==> config.mk <==
export PLATFORM = sky130hd
export DESIGN_NAME = sprite_cmd_sink
export DESIGN_NICKNAME = d
export VERILOG_FILES = /design/src/rtl/sprite_cmd_sink.sv
export SDC_FILE = /design/constraint.sdc
export NUM_CORES = 1
export LEC_CHECK = 0
export CAP_MARGIN = 20
export CELL_PAD_IN_SITES_DETAIL_PLACEMENT = 0
export CELL_PAD_IN_SITES_GLOBAL_PLACEMENT = 1
export CORE_MARGIN = 2
export CORE_UTILIZATION = 44
export DETAILED_ROUTE_END_ITERATION = 10
export HOLD_SLACK_MARGIN = 0.12
export PLACE_DENSITY = 0.82
export SLEW_MARGIN = 20
export SYNTH_ARGS = -nofsm -noshare
export SYNTH_HDL_FRONTEND = slang
export SYNTH_SLANG_ARGS = --single-unit
==> constraint.sdc <==
create_clock -name clk_pixel -period 4.5 [get_ports clk_pixel]
set_input_delay 0.675 -clock clk_pixel [delete_from_list [all_inputs] [get_ports clk_pixel]]
set_output_delay 0.675 -clock clk_pixel [all_outputs]
set_load 0.05 [all_outputs]
==> src/rtl/sprite_cmd_sink.sv <==
// Sprite command sink: double-buffered (x, y, frame) command register committed on
// frame start, plus a two-stage raster pipeline producing hit flag and sprite memory address.
module sprite_cmd_sink #(
  parameter int SPRITE_FRAME_WIDTH  = 192,
  parameter int SPRITE_FRAME_HEIGHT = 128,
  parameter int NUM_FRAMES          = 5,
  localparam int AW = $clog2(SPRITE_FRAME_WIDTH * SPRITE_FRAME_HEIGHT * NUM_FRAMES)
) (
  input  logic          clk_pixel,
  input  logic          sys_rst,
  input  logic          sprite_valid,
  input  logic [10:0]   sprite_x,
  input  logic [9:0]    sprite_y,
  input  logic [2:0]    sprite_frame_number,
  output logic          sprite_ready,
  input  logic          new_frame,
  input  logic [10:0]   hcount,
  input  logic [9:0]    vcount,
  input  logic          active_draw,
  output logic          in_sprite,
  output logic [AW-1:0] pix_addr,
  output logic          ad_out,
  output logic          cmd_err
);

  localparam logic [11:0]   WIDTH_12   = 12'(SPRITE_FRAME_WIDTH);
  localparam logic [10:0]   HEIGHT_11  = 11'(SPRITE_FRAME_HEIGHT);
  localparam logic [3:0]    NUM_FR_4   = 4'(NUM_FRAMES);
  localparam logic [2:0]    LAST_FRAME = 3'(NUM_FRAMES - 1);
  localparam logic [AW-1:0] FRAME_PIX  = AW'(SPRITE_FRAME_WIDTH * SPRITE_FRAME_HEIGHT);
  localparam logic [AW-1:0] ROW_PIX    = AW'(SPRITE_FRAME_WIDTH);

  typedef enum logic {EMPTY, HELD} state_t;

  state_t      state, state_next;
  logic        transfer, frame_bad;
  logic [2:0]  frame_clamped;
  logic        load_shadow, load_active_shadow, load_active_direct;

  logic [10:0] shadow_x, active_x;
  logic [9:0]  shadow_y, active_y;
  logic [2:0]  shadow_frame, active_frame;
  logic        shadow_full, active_valid;

  assign transfer      = sprite_valid && sprite_ready;
  assign frame_bad     = ({1'b0, sprite_frame_number} >= NUM_FR_4);
  assign frame_clamped = frame_bad ? LAST_FRAME : sprite_frame_number;

  // NOTE: every signal written here gets a default first, so no path leaves it unassigned (no latch).
  always_comb begin
    state_next         = state;
    load_shadow        = 1'b0;
    load_active_shadow = 1'b0;
    load_active_direct = 1'b0;
    case (state)
      EMPTY: begin
        if (transfer) begin
          if (new_frame) begin
            load_active_direct = 1'b1;
          end else begin
            load_shadow = 1'b1;
            state_next  = HELD;
          end
        end
      end
      HELD: begin
        if (new_frame) begin
          load_active_shadow = 1'b1;
          state_next         = EMPTY;
        end
      end
      default: state_next = EMPTY;
    endcase
  end

  // NOTE: registered state uses non-blocking assignments so all flops update from pre-edge values.
  always_ff @(posedge clk_pixel or posedge sys_rst) begin
    if (sys_rst) begin
      state        <= EMPTY;
      sprite_ready <= 1'b0;
      cmd_err      <= 1'b0;
      shadow_x     <= '0;
      shadow_y     <= '0;
      shadow_frame <= '0;
      shadow_full  <= 1'b0;
      active_x     <= '0;
      active_y     <= '0;
      active_frame <= '0;
      active_valid <= 1'b0;
    end else begin
      state        <= state_next;
      sprite_ready <= (state_next == EMPTY);
      cmd_err      <= transfer && frame_bad;
      if (load_shadow) begin
        shadow_x     <= sprite_x;
        shadow_y     <= sprite_y;
        shadow_frame <= frame_clamped;
        shadow_full  <= 1'b1;
      end else if (load_active_shadow) begin
        shadow_full  <= 1'b0;
      end
      if (load_active_direct) begin
        active_x     <= sprite_x;
        active_y     <= sprite_y;
        active_frame <= frame_clamped;
        active_valid <= 1'b1;
      end else if (load_active_shadow) begin
        active_x     <= shadow_x;
        active_y     <= shadow_y;
        active_frame <= shadow_frame;
        active_valid <= shadow_full;
      end
    end
  end

  // Bounds are one bit wider than the raster counters so a sprite near the right/bottom edge cannot wrap.
  logic [11:0] x_end;
  logic [10:0] y_end;
  logic        hit_c;

  assign x_end = {1'b0, active_x} + WIDTH_12;
  assign y_end = {1'b0, active_y} + HEIGHT_11;
  assign hit_c = active_draw && active_valid
              && (hcount >= active_x) && ({1'b0, hcount} < x_end)
              && (vcount >= active_y) && ({1'b0, vcount} < y_end);

  logic [10:0] s1_dx;
  logic [9:0]  s1_dy;
  logic [2:0]  s1_frame;
  logic        s1_hit, s1_ad;

  always_ff @(posedge clk_pixel or posedge sys_rst) begin
    if (sys_rst) begin
      s1_dx     <= '0;
      s1_dy     <= '0;
      s1_frame  <= '0;
      s1_hit    <= 1'b0;
      s1_ad     <= 1'b0;
      in_sprite <= 1'b0;
      pix_addr  <= '0;
      ad_out    <= 1'b0;
    end else begin
      s1_dx     <= hcount - active_x;
      s1_dy     <= vcount - active_y;
      s1_frame  <= active_frame;
      s1_hit    <= hit_c;
      s1_ad     <= active_draw;
      in_sprite <= s1_hit;
      ad_out    <= s1_ad;
      pix_addr  <= s1_hit ? (AW'(s1_frame) * FRAME_PIX + AW'(s1_dy) * ROW_PIX + AW'(s1_dx))
                          : '0;
    end
  end

endmodule

==> results_dict.tcl <==
set metrics [dict create \
    ys_ff_latch 98 \
    switching_share_pct 40.34 \
    synth_cells 559 \
    vias 4220 \
    ant_nets 0 \
    power_uw 4338 \
    grt_overflow 0 \
    drv_slew 0 \
    die_y_um 115.5 \
    place_congestion 0.8194 \
    grt_pass1_vias 4169 \
    fmax_mhz 316.2 \
    p_int_uw 2588 \
    synth_top_area_cell "dfrtp_1" \
    p_sw_uw 1750 \
    min_path_type "reg -> reg" \
    r2r-start "s1_dy[1]" \
    hpwl_um 8555 \
    finalHoldViolCount 0 \
    drive_above_1_share_pct 4.905 \
    post_cts_buffers 0 \
    maxCapViolCount 0 \
    num_io_pins 71 \
    seq_area_frac_synth_pct 44.83 \
    min_from "s1_ad" \
    die_x_um 115.5 \
    peakVddDrop_mv 0.2907 \
    critPathCaptureType "flip-flop" \
    synth_top_area_share_pct 44.83 \
    ctsHoldBuffers 0 \
    fin_setup_tns_ns 0 \
    multi_input_area_um2 2725 \
    required_ns 4.72 \
    viasPerCell 5.275 \
    grt_max_degree 81 \
    core_um2 12060 \
    cts-root-buf "clkbuf_16" \
    design.die.area_um2 13340 \
    wl_per_cell_um 14.46 \
    layout_min_cycle_time_ns 3.163 \
    slew_headroom_pct 27.63 \
    cts_buffers 9 \
    rsz0062_at_grt "false" \
    nFillCells 1080 \
    avgSynthCellArea_um2 9.786 \
    cp.arrival_ns 3.39 \
    htree_levels 3 \
    seqCellArea_um2 2452 \
    grt_util_all_layers_pct 18.84 \
    leakagePower_uw 0.003222 \
    yosys_warnings 0 \
    synth_cell_types 58 \
    cts.sinks 98 \
    io_buffers 70 \
    finalClockSkew_ns 0.008198 \
    antenna_found_initial 0 \
    crit_start "s1_dy[1]" \
    area_delta_synth_final_pct 22.26 \
    seq_power_share_pct 28.2 \
    synth_edf_count 0 \
    crit_path_start_kind "flip-flop" \
    run_status "finished clean" \
    num-nets-final 731 \
    drc 0 \
    async_reset_ff_share_pct 100.0 \
    firstDrtPassIters 6 \
    syn_nets 663 \
    finalCritPeriodShare_pct 70.28 \
    clkTransAtPathRegs_ns 0.07 \
    grt_pass1_wl_um 19820 \
    rows 40 \
    cts.path.max_buffers 2 \
    initialDrtViolationCount 297 \
    cts_resized 0 \
    crit_type "reg -> reg" \
    wl_um 11570 \
    crit_fanout 4 \
    worstMarginPinSlew_ns 1.084 \
    mappedNetlistArea_um2 5470 \
    clkLatencyLatePin_ns 0.35 \
    start_util_pct 45.35 \
    netlist_top_cells_area "dfrtp_1, ha_1, nand2_1" \
    cts_tree "yes" \
    clkPwrFrac_pct 19.2 \
    antenna_cells 0 \
    synth_flop_cell "dfrtp_1" \
    pwr-share-comb_pct 52.6 \
    setup_viol 0 \
    powerDensity_nw_per_um2 648.6 \
]
[flip-flops by register name, indices dropped and copies added (netlist names), 3 cells and up]
| name | count |
|---|---|
| s1_dx | 11 |
| s1_dy | 10 |
| pix_addr | 17 |
| shadow_frame | 3 |
| active_x | 11 |
| s1_frame | 3 |
| shadow_x | 11 |
| active_y | 10 |
| shadow_y | 10 |
| active_frame | 3 |
[layout make-up]
class,count,share of cell area [%]
inverter,70,3.966
timing repair buffer,71,10.59
multi-input combinational,377,40.75
clock buffer,9,3.368
tap,168,3.143
sequential,98,36.67
clock inverter,7,1.515
[worst max-delay path, cell delays in order (launching register included)]
cell,delay [ns]
dfrtp_1,0.38
ha_1,0.21
inv_1,0.06
fa_1,0.39
nand2b_1,0.20
a21oi_4,0.18
a21o_2,0.15
a21oi_1,0.08
o21ai_0,0.22
xor2_1,0.10
ha_1,0.34
inv_1,0.06
and3_1,0.16
and3_2,0.19
or3_1,0.33
[worst paths after layout]
| path | slack [ns] | cells past startpoint | to |
|---|---|---|---|
| worst max-delay path | 1.34 | 14 | pix_addr[15] |
| worst min-delay path | 0.35 | 0 | ad_out |
| worst max register to register | 1.34 | 14 | pix_addr[15] |
| worst min register to register | 0.35 | 0 | ad_out |
| max in group asynchronous | 2.77 | 3 | shadow_y[6] |
| min in group asynchronous | 0.89 | 2 | pix_addr[0] |
[cells in the final DEF (no fill, tap or decap), types with 3 or more instances in the layout]
master           instances
clkdlybuf4s50_1         70
a21oi_1                 23
ha_1                    49
dfrtp_1                 98
a31oi_1                  3
a211o_1                  3
nor2b_1                  9
a211oi_1                 5
nand2_1                 80
o211ai_1                 5
nand3_1                  4
xnor2_1                 22
fa_1                     5
a21o_1                  11
a221o_1                  3
xor2_1                   5
clkbuf_16                9
nor2_1                  31
inv_1                   69
and2_1                  10
nor3_1                   6
a222oi_1                22
o21ai_0                 21
o21a_1                   7
nand4_1                  4
nand2b_1                 5
[cell usage after synthesis, drive strengths merged, types with 3 or more instances]
| cell | instances |
|---|---|
| a211o | 3 |
| a211oi | 5 |
| a21o | 13 |
| a21oi | 26 |
| a221o | 3 |
| a222oi | 22 |
| a31oi | 3 |
| and2 | 11 |
| and3 | 5 |
| clkbuf | 14 |
| dfrtp | 98 |
| fa | 5 |
| ha | 49 |
| inv | 70 |
| nand2 | 80 |
| nand2b | 5 |
| nand3 | 4 |
| nand4 | 4 |
| nor2 | 31 |
| nor2b | 9 |
| nor3 | 7 |
| o211ai | 5 |
| o21a | 7 |
| o21ai | 22 |
| or2 | 3 |
| xnor2 | 22 |
| xor2 | 5 |
[routing by layer]
layer / track usage (%) / share of wire [%] / vias to the layer above
met2: 31.38 / 50 / 112
met3: 2.667 / 4.6 / 13
met5: 0 / 0 / -
li1: - / - / 2087
met4: 8.112 / 1.4 / 0
met1: 24.62 / 44 / 2008
[through the flow]
stage	worst slack (ns)	utilization [%]	cells	hold slack (ns)	cell area, µm²
6_report	1.337	55.45	800	0.3472	6688
5_1_grt	1.148	55.45	800	0.3583	6688
4_1_cts	1.339	55.45	800	0.3510	6688
3_5_place_dp	1.354	52.74	784	0.3358	6361
3_3_place_gp	1.448	52.74	784	0.3382	6361
2_1_floorplan	1.263	-	559	0.3312	5470
[cell families (layout without fill, tap and decap cells)]
family                   after synthesis  after routing  synth area share [%]
AO/OA/AOI/OAI                        125            125                 16.88
flip-flops                            98             98                 44.83
adder cells (fa/ha/maj)               54             54                 13.04
AND/OR/NAND/NOR                      170            170                 14.75
buffers and inverters                 84            157                 5.764
XOR/XNOR                              28             28                 4.735
[power by group through the flow]
| stage | clock, µW | combinational, µW | sequential, µW |
|---|---|---|---|
| floorplan | 0 | 1770 | 1240 |
| finish | 832 | 2280 | 1220 |
| CTS | 853 | 2290 | 1220 |
| global route | 891 | 2580 | 1250 |
| detailed placement | 0 | 2260 | 1240 |
| global placement | 0 | 2220 | 1230 |
No activity file was read; power rests on OpenSTA's default activity.
